--- config.mk ---
export PLATFORM = sky130hd
export DESIGN_NAME = seg_dyn_scan
export DESIGN_NICKNAME = d
export VERILOG_FILES = /design/src/rtl/seg_pkg.sv /design/src/rtl/seg_hex_decoder.sv /design/src/rtl/seg_dyn_scan.sv
export SDC_FILE = /design/constraint.sdc
export NUM_CORES = 1
export LEC_CHECK = 0
export ABC_CLOCK_PERIOD_IN_PS = 2990
export BUFFER_PORTS_ARGS = -buffer_cell sky130_fd_sc_hd__buf_2
export CORE_MARGIN = 10
export CORE_UTILIZATION = 58
export CTS_CLUSTER_DIAMETER = 30
export DETAILED_ROUTE_END_ITERATION = 8
export HOLD_SLACK_MARGIN = 0.05
export PLACE_DENSITY = 0.79
export SYNTH_ARGS = -nofsm -noshare
export SYNTH_HDL_FRONTEND = slang
export SYNTH_SLANG_ARGS = --single-unit
--- constraint.sdc ---
create_clock -name clk -period 2.99 [get_ports clk]
set_input_delay 0.1495 -clock clk [delete_from_list [all_inputs] [get_ports clk]]
set_output_delay 0.1495 -clock clk [all_outputs]
set_load 0.1 [all_outputs]
--- src/rtl/seg_pkg.sv ---
// Shared constants for the multiplexed 7-segment display path.
// Segment patterns are active-low: bit 7 = dp, bits 6:0 = g..a.
package seg_pkg;

    localparam logic [7:0] SEG_OFF = 8'hFF;
    localparam int unsigned DP_BIT = 7;

    // Hex-to-segment table with dp off; index 0 is the rightmost entry.
    localparam logic [15:0][7:0] HEX_SEG = {
        8'h8E, 8'h86, 8'hA1, 8'hC6, 8'h83, 8'h88, 8'h90, 8'h80,
        8'hF8, 8'h82, 8'h92, 8'h99, 8'hB0, 8'hA4, 8'hF9, 8'hC0
    };

endpackage

--- src/rtl/seg_hex_decoder.sv ---
// Combinational nibble + decimal point to active-low segment pattern.
module seg_hex_decoder
    import seg_pkg::*;
(
    input  logic [3:0] nib_i,
    input  logic       dp_i,
    output logic [7:0] seg_o
);

    // Table lookup, then pull the dp segment low when it is requested.
    always_comb begin
        seg_o = HEX_SEG[nib_i];
        if (dp_i) begin
            seg_o[DP_BIT] = 1'b0;
        end
    end

endmodule

--- src/rtl/seg_dyn_scan.sv ---
// Multiplexed common-anode 7-segment scanner with frame-synchronous update.
// New data is held in a pending register and copied to the displayed
// (shadow) copy only at a frame wrap, or immediately while the display is
// disabled, so a frame never mixes old and new digits.
// Build option: define SEG_LZB_EN for leading-zero blanking.
module seg_dyn_scan
    import seg_pkg::*;
#(
    parameter int NUM_DIG  = 6,
    parameter int SCAN_DIV = 50000
) (
    input  logic                 clk,
    input  logic                 rst,
    input  logic [4*NUM_DIG-1:0] data_in,
    input  logic [NUM_DIG-1:0]   dp_in,
    input  logic                 load,
    input  logic                 en,
    output logic [NUM_DIG-1:0]   sel,
    output logic [7:0]           seg,
    output logic                 frame_done
);

    localparam int CNT_W = (SCAN_DIV > 1) ? $clog2(SCAN_DIV) : 1;
    localparam int IDX_W = (NUM_DIG > 1) ? $clog2(NUM_DIG) : 1;
    localparam logic [CNT_W-1:0] CNT_LAST = CNT_W'(SCAN_DIV - 1);
    localparam logic [IDX_W-1:0] IDX_LAST = IDX_W'(NUM_DIG - 1);

    logic [CNT_W-1:0]     scan_cnt_q, scan_cnt_d;
    logic [IDX_W-1:0]     dig_idx_q, dig_idx_d;
    logic [4*NUM_DIG-1:0] shadow_data_q, shadow_data_d;
    logic [NUM_DIG-1:0]   shadow_dp_q, shadow_dp_d;
    logic [4*NUM_DIG-1:0] pend_data_q, pend_data_d;
    logic [NUM_DIG-1:0]   pend_dp_q, pend_dp_d;
    logic                 pend_q, pend_d;
    logic [NUM_DIG-1:0]   sel_q, sel_d;
    logic [7:0]           seg_q, seg_d;
    logic                 frame_done_q, frame_done_d;

    logic       tick;
    logic       wrap;
    logic       commit;
    logic [3:0] cur_nib;
    logic       cur_dp;
    logic       cur_blank;
    logic [7:0] dec_seg;

    assign tick   = (scan_cnt_q == CNT_LAST) && en;
    assign wrap   = tick && (dig_idx_q == IDX_LAST);
    // While disabled the display is dark, so committing at once cannot tear.
    assign commit = pend_q && (wrap || !en);

    // Scan position, pending/shadow data hand-off and frame pulse.
    always_comb begin
        scan_cnt_d    = scan_cnt_q;
        dig_idx_d     = dig_idx_q;
        shadow_data_d = shadow_data_q;
        shadow_dp_d   = shadow_dp_q;
        pend_data_d   = pend_data_q;
        pend_dp_d     = pend_dp_q;
        pend_d        = pend_q;

        if (!en) begin
            scan_cnt_d = '0;
            dig_idx_d  = '0;
        end else if (tick) begin
            scan_cnt_d = '0;
            dig_idx_d  = wrap ? '0 : dig_idx_q + 1'b1;
        end else begin
            scan_cnt_d = scan_cnt_q + 1'b1;
        end

        if (commit) begin
            shadow_data_d = pend_data_q;
            shadow_dp_d   = pend_dp_q;
            pend_d        = 1'b0;
        end

        // A load coinciding with a commit lands after it and stays pending.
        if (load) begin
            pend_data_d = data_in;
            pend_dp_d   = dp_in;
            pend_d      = 1'b1;
        end

        frame_done_d = wrap;
    end

    // Pick the shadow nibble/dp for the digit being scanned and build sel.
    always_comb begin
        cur_nib = 4'h0;
        cur_dp  = 1'b0;
        sel_d   = '0;
        for (int k = 0; k < NUM_DIG; k++) begin
            if (dig_idx_q == IDX_W'(k)) begin
                cur_nib  = shadow_data_q[4*k +: 4];
                cur_dp   = shadow_dp_q[k];
                sel_d[k] = en;
            end
        end
    end

`ifdef SEG_LZB_EN
    // A digit is blank when it and every digit above it are zero; digit 0 never is.
    always_comb begin
        cur_blank = 1'b0;
        for (int k = 1; k < NUM_DIG; k++) begin
            if (dig_idx_q == IDX_W'(k)) begin
                cur_blank = ((shadow_data_q >> (4*k)) == '0);
            end
        end
    end
`else
    assign cur_blank = 1'b0;
`endif

    seg_hex_decoder u_dec (
        .nib_i (cur_nib),
        .dp_i  (cur_dp),
        .seg_o (dec_seg)
    );

    // Segment pattern for the next cycle; blanking keeps the dp segment.
    always_comb begin
        seg_d = SEG_OFF;
        if (en) begin
            seg_d = dec_seg;
            if (cur_blank) begin
                seg_d[6:0] = 7'h7F;
            end
        end
    end

    // State and output registers.
    always_ff @(posedge clk or posedge rst) begin
        if (rst) begin
            scan_cnt_q    <= '0;
            dig_idx_q     <= '0;
            shadow_data_q <= '0;
            shadow_dp_q   <= '0;
            pend_data_q   <= '0;
            pend_dp_q     <= '0;
            pend_q        <= 1'b0;
            sel_q         <= '0;
            seg_q         <= SEG_OFF;
            frame_done_q  <= 1'b0;
        end else begin
            scan_cnt_q    <= scan_cnt_d;
            dig_idx_q     <= dig_idx_d;
            shadow_data_q <= shadow_data_d;
            shadow_dp_q   <= shadow_dp_d;
            pend_data_q   <= pend_data_d;
            pend_dp_q     <= pend_dp_d;
            pend_q        <= pend_d;
            sel_q         <= sel_d;
            seg_q         <= seg_d;
            frame_done_q  <= frame_done_d;
        end
    end

    assign sel        = sel_q;
    assign seg        = seg_q;
    assign frame_done = frame_done_q;

endmodule

## Word level (Yosys, flattened, before mapping)

Memories as Yosys holds them, arrays and structs flattened.
Cells that the tools add are included.

- Multiplexer cells: 28
- Reductions and logical operators: 7
- Order comparisons: 1
- Equal/unequal tests: 7
- $add $sub $neg: 2

Operators by type and width:

| kind | count |
|---|---|
| $mux W16 | 2 |
| $mux W4 | 6 |
| $add A16 B1 Y16 const B | 1 |
| $eq A16 B16 Y1 const B | 1 |
| $mux W8 | 2 |
| $mux W1 | 15 |
| $mux W3 | 3 |
| $eq A3 B2 Y1 const B | 2 |
| $eq A3 B3 Y1 const B | 2 |
| $lt A4 B5 Y1 const B | 1 |
| $add A3 B1 Y3 const B | 1 |
| $eq A3 B1 Y1 const B | 1 |
| $logic_and A1 B1 Y1 | 3 |
| $logic_not A3 Y1 | 1 |
| $ne A2 B1 Y1 const B | 1 |
| $reduce_bool A2 Y1 | 1 |
| $logic_not A1 Y1 | 1 |
| $logic_or A1 B1 Y1 | 1 |

- Bits of input ports: 34
- ROM bits: 128
- Flip-flop bits (word level): 95
- Memories kept: 1
- Word-level logic and storage cells: 56
- Output and inout bits: 15

Memories:

| memory | words | bits a word | read ports | clocked after Yosys merged registers in | write ports | RTL line | RTL |
|---|---|---|---|---|---|---|---|
| (no name shown) | 16 | 8 | 1 | 0 | 0 | seg_hex_decoder.sv:12 | `seg_o = HEX_SEG[nib_i];` |

## Logic depth before layout (Yosys ltp)

- Depth in word-level cells: 11
- Mapped depth: 12
- Mapped depth without buffers: 10

## Hierarchy

Synthesis repeated with hierarchy kept, for this count alone.

- Cell total of the unflattened synthesis: 357
- Area, all modules: 4,534.3 um2

Modules (own cells, without submodules):

| module | area an instance (um2) | cells each | times used |
|---|---|---|---|
| seg_dyn_scan | 4,255.3 | 324 | 1 |
| seg_hex_decoder | 279.0 | 33 | 1 |

## Least setup slack after synthesis

Ideal clock, no wire load.

- Kind: reg2reg
- Start point: register dig_idx_q[1]
- End point: register seg_q[3] (netlist: seg[3])
- Cell stages (with the launch flop): 13
- Setup time: 94 ps
- Data arrival time: 2,472 ps
- Path buffers: 2
- Slack: 424 ps
- Period minus slack after synthesis: 2,566 ps
- Data required time: 2,896 ps
- Cell sequence: dfrtp_1 > inv_1 > ha_1 > buf_4 > buf_2 > a21oi_1 > a221oi_1 > nor3_1 > inv_1 > ha_1 > and4_1 > a2111oi_0 > a31oi_1

- Longest elaborated chain between the ends: 10
- Elaborated cells on any way between the ends: 15
- Classes of those cells: eq/ne: 5; mux: 8; reduce/logical: 1; memory: 1

RTL lines:

| item | RTL line | RTL |
|---|---|---|
| from (decl) | seg_dyn_scan.sv:29 | `logic [IDX_W-1:0] dig_idx_q, dig_idx_d;` |
| from (signal assigned) | seg_dyn_scan.sv:148 | `dig_idx_q <= dig_idx_d;` |
| $logic_not A3 Y1 | seg_dyn_scan.sv:94 | `if (dig_idx_q == IDX_W'(k)) begin` |
| $mux W4 (5 in a row) | seg_dyn_scan.sv:94 |  |
| $mux W4 (*) | seg_dyn_scan.sv:94 |  |
| $mem_v2 Z16 W8 (*) | n/a |  |
| $mux W8 (not written as such) (*) | seg_hex_decoder.sv:12 |  |
| $mux W8 (*) | seg_dyn_scan.sv:125 | `if (en) begin` |
| named net seg_d[3] | seg_dyn_scan.sv:36 | `logic [7:0] seg_q, seg_d;` |
| to (signal assigned) | seg_dyn_scan.sv:155 | `seg_q <= seg_d;` |
| to (decl) | seg_dyn_scan.sv:36 |  |

Mark *: on every way through the listed nets, which the timed path passes. The rest lies on a longest branch. The select of a mux whose other input is x is not followed.
A chain may end at the register's enable or synchronous reset.

## Worst setup path in the final report

- Start point: register dig_idx_q[2]
- End point: register seg_q[3] (netlist: seg[3])

Same word-level chain as after synthesis.

==> flow_summary.ini <==
[place]
globalplace.congestion = 0.889
dpl.hpwl_um = 6090
place_inst = 478
port_buffers = 48

[die]
row_count = 31
die_y_um = 107
die_area_um2 = 11500
fp.dieW_um = 107
core_area_um2 = 7330
initial_utilization_pct = 60.5
ioPinCount = 49

[cts]
cts_root_buffer = clkbuf_8
cts.htree.levels = 3
post_cts_buffers = 0
cts_tree = done
cts.sinks = 95
clock_latency_ns = 0.36
clk_path_buf_depth = 2
clk_pin_slew_worst_paths_ns = 0.08
ctsResizeCount = 0
cts_buffers = 9

[critical_path]
crit_path_end_kind = register
start_kind = register
worstSetupPathType = reg2reg
worst-path-max-fanout = 11
critPathRequiredTime_ns = 3.26
arrival_ns = 2.97

[global_routing]
grt-ovfl-total = 0
use_met2_pct = 28.1
grt_pass1_vias = 3040
met3_usage_pct = 5.27
busiest_layer = met2
grt.total_usage_pct = 16.3
grt_start_max_net_pins = 36
grtUsageMet1_pct = 19.2
antenna_found_initial = 0
grt_pass1_wl_um = 15000

[synthesis]
seq_area_frac_synth_pct = 53.9
ys_seq_elements = 95
ys_warn_count = 0
synth_edf_count = 0
ys.flop_type = dfrtp_1
syn_avg_cell_area_um2 = 13.0
netlist_instances = 340
synth_area_um2 = 4430
ys_async_sr_fraction_pct = 100
ys_types = 54
synth_nets = 387

[final_layout]
layout.nets = 468
utilization_pct = 72.5
diodes = 0
fillCellCount = 486
syn2layout_area_growth_pct = 19.8
stdcell_count = 525
multiInputGateArea_um2 = 1890
drive_gt1_share_pct = 34.7
ff_latch_area_um2 = 2390

[sta]
max-slew-margin-rel_pct = 47.3
max_freq_mhz = 371
rsz0062_at_grt = no
period_minus_slack_ns = 2.70
fin_crit_sh_pct = 90.1
slew_violations = 0
setup_tns_ns = 0
setup_viol = 0
worst_pin_slew_ns = 0.791
hold_viol = 0
finClkSkew_ns = 0.0118

[routing]
wl_per_cell_um = 16.8
ant_nets = 0
first_pass_iters = 4
routed_wl_um = 8800
drt_iter0_drc = 143
vias = 2842
drc = 0
vias_per_cell = 5.41

[hold_path]
hold_class = in2reg

[outcome]
status = complete, no violations

[power]
p_leak_nw = 2.49
power_density_nw_per_um2 = 606
irDropWorstVdd_uv = 309
finalPower_mw = 3.22

[flow_run]
cap_violations = 0
-- worst max-delay path, stage by stage, from the launching register on --
cell	delay (ns)
dfrtp_1	0.50
inv_1	0.15
ha_1	0.35
or2_4	0.20
a221oi_1	0.06
nor3_2	0.42
inv_1	0.16
ha_1	0.26
a2111oi_0	0.42
a31oi_1	0.08
-- layout by cell type, fill, tap and decap left out, types with 2 or more instances in the layout --
master / n
and3_1: 13
xnor2_1: 6
clkbuf_8: 9
inv_6: 2
dfstp_2: 8
o21ai_0: 6
buf_4: 6
nor4_1: 3
mux2i_1: 5
nand3_1: 9
nor3_1: 3
mux2_4: 30
nor2b_1: 5
a221oi_1: 2
ha_1: 13
nand3b_1: 4
bufinv_16: 3
a21oi_1: 6
xor2_1: 9
a31oi_1: 3
dlygate4sd3_1: 31
mux2_2: 30
o21ai_1: 2
and2_1: 2
buf_2: 48
o211ai_1: 2
o221ai_1: 2
dfrtp_1: 87
a32o_1: 2
inv_1: 11
nor2_1: 19
nor4b_1: 2
nand2_1: 17
-- through the flow --
step           instance area [µm²]  setup slack, ns  hold WS [ns]
2_1_floorplan                 4430            0.377         0.288
3_3_place_gp                  4760            0.466         0.221
3_5_place_dp                  4760            0.307         0.226
4_1_cts                       5310            0.294         0.133
5_1_grt                       5310            0.132         0.145
6_report                      5310            0.295         0.148
-- sequential cells by signal, indices dropped and copies added (netlist names) --
name           flops
shadow_dp_q        6
frame_done         1
pend_dp_q          6
sel                6
dig_idx_q          3
pend_data_q       24
shadow_data_q     24
seg                8
pend_q             1
scan_cnt_q        16
-- worst paths after layout --
check / startpoint / endpoint / slack, ns / cells after the start
setup reg to reg: dig_idx_q[2] / seg[3] / 0.29 / 9
hold / removal: en / seg[4] / 0.15 / 2
max in group asynchronous: rst / seg[2] / 1.79 / 4
hold reg to reg: pend_data_q[6] / shadow_data_q[6] / 0.51 / 1
setup / recovery: dig_idx_q[2] / seg[3] / 0.29 / 9
min in group asynchronous: rst / pend_data_q[4] / 0.37 / 3
-- cells by family (layout without fill, tap and decap cells) --
group | count (synthesis) | in the layout | share of synthesized area, %
DFF | 95 | 95 | 53.9
and+or+nand+nor | 90 | 90 | 11.7
buffers and inverters | 29 | 115 | 3.44
xor gates and xnor gates | 15 | 15 | 2.96
adders and majority gates | 13 | 13 | 3.67
muxes | 65 | 65 | 18.9
AOI/OAI and AO/OA | 33 | 33 | 5.42
-- synthesized netlist by cell type, drive strengths merged (2+ instances only) --
| library cell | count | area [µm²] |
|---|---|---|
| a21oi | 6 | 30.0 |
| a221oi | 2 | 17.5 |
| a31oi | 3 | 18.8 |
| a32o | 2 | 20.0 |
| a32oi | 2 | 25.0 |
| and2 | 2 | 12.5 |
| and3 | 13 | 81.3 |
| buf | 14 | 96.3 |
| clkbuf | 2 | 7.51 |
| dfrtp | 87 | 2180 |
| dfstp | 8 | 210 |
| ha | 13 | 163 |
| inv | 12 | 45.0 |
| mux2 | 60 | 788 |
| mux2i | 5 | 50.1 |
| nand2 | 18 | 70.1 |
| nand3 | 9 | 45.0 |
| nand3b | 4 | 30.0 |
| nand4 | 2 | 27.5 |
| nor2 | 19 | 71.3 |
| nor2b | 5 | 31.3 |
| nor3 | 4 | 25.0 |
| nor4 | 4 | 40.0 |
| nor4b | 2 | 17.5 |
| o211ai | 2 | 15.0 |
| o21ai | 9 | 56.3 |
| o221ai | 2 | 17.5 |
| or2 | 2 | 15.0 |
| xnor2 | 6 | 52.6 |
| xor2 | 9 | 78.8 |
-- power by group --
| group | internal, mW | total [mW] | switching (mW) | leakage [nW] |
|---|---|---|---|---|
| Combinational | 0.286 | 0.671 | 0.386 | 1.21 |
| Clock | 0.562 | 1.00 | 0.441 | 0.117 |
| Sequential | 1.45 | 1.55 | 0.0977 | 1.16 |
-- per-layer routing --
| layer | share of wire [%] | vias up |
|---|---|---|
| li1 | - | 1357 |
| met1 | 43 | 1411 |
| met2 | 51 | 67 |
| met3 | 5.0 | 7 |
| met4 | 0.93 | 0 |
| met5 | 0 | - |
-- area by class of cell --
| class | instances | area share [%] |
|---|---|---|
| sequential | 95 | 44.9 |
| tap | 99 | 2.33 |
| timing repair buffer | 86 | 11.6 |
| clock buffer | 10 | 2.40 |
| clock inverter | 6 | 2.17 |
| multi-input combinational | 216 | 35.6 |
| inverter | 13 | 0.942 |
-- timing repair --
action,CTS,global route
endpoints found under the hold margin,62,0
hold buffers,31,0
setup endpoints to repair,0,0
Note: power is estimated with default switching activity, not from simulation.
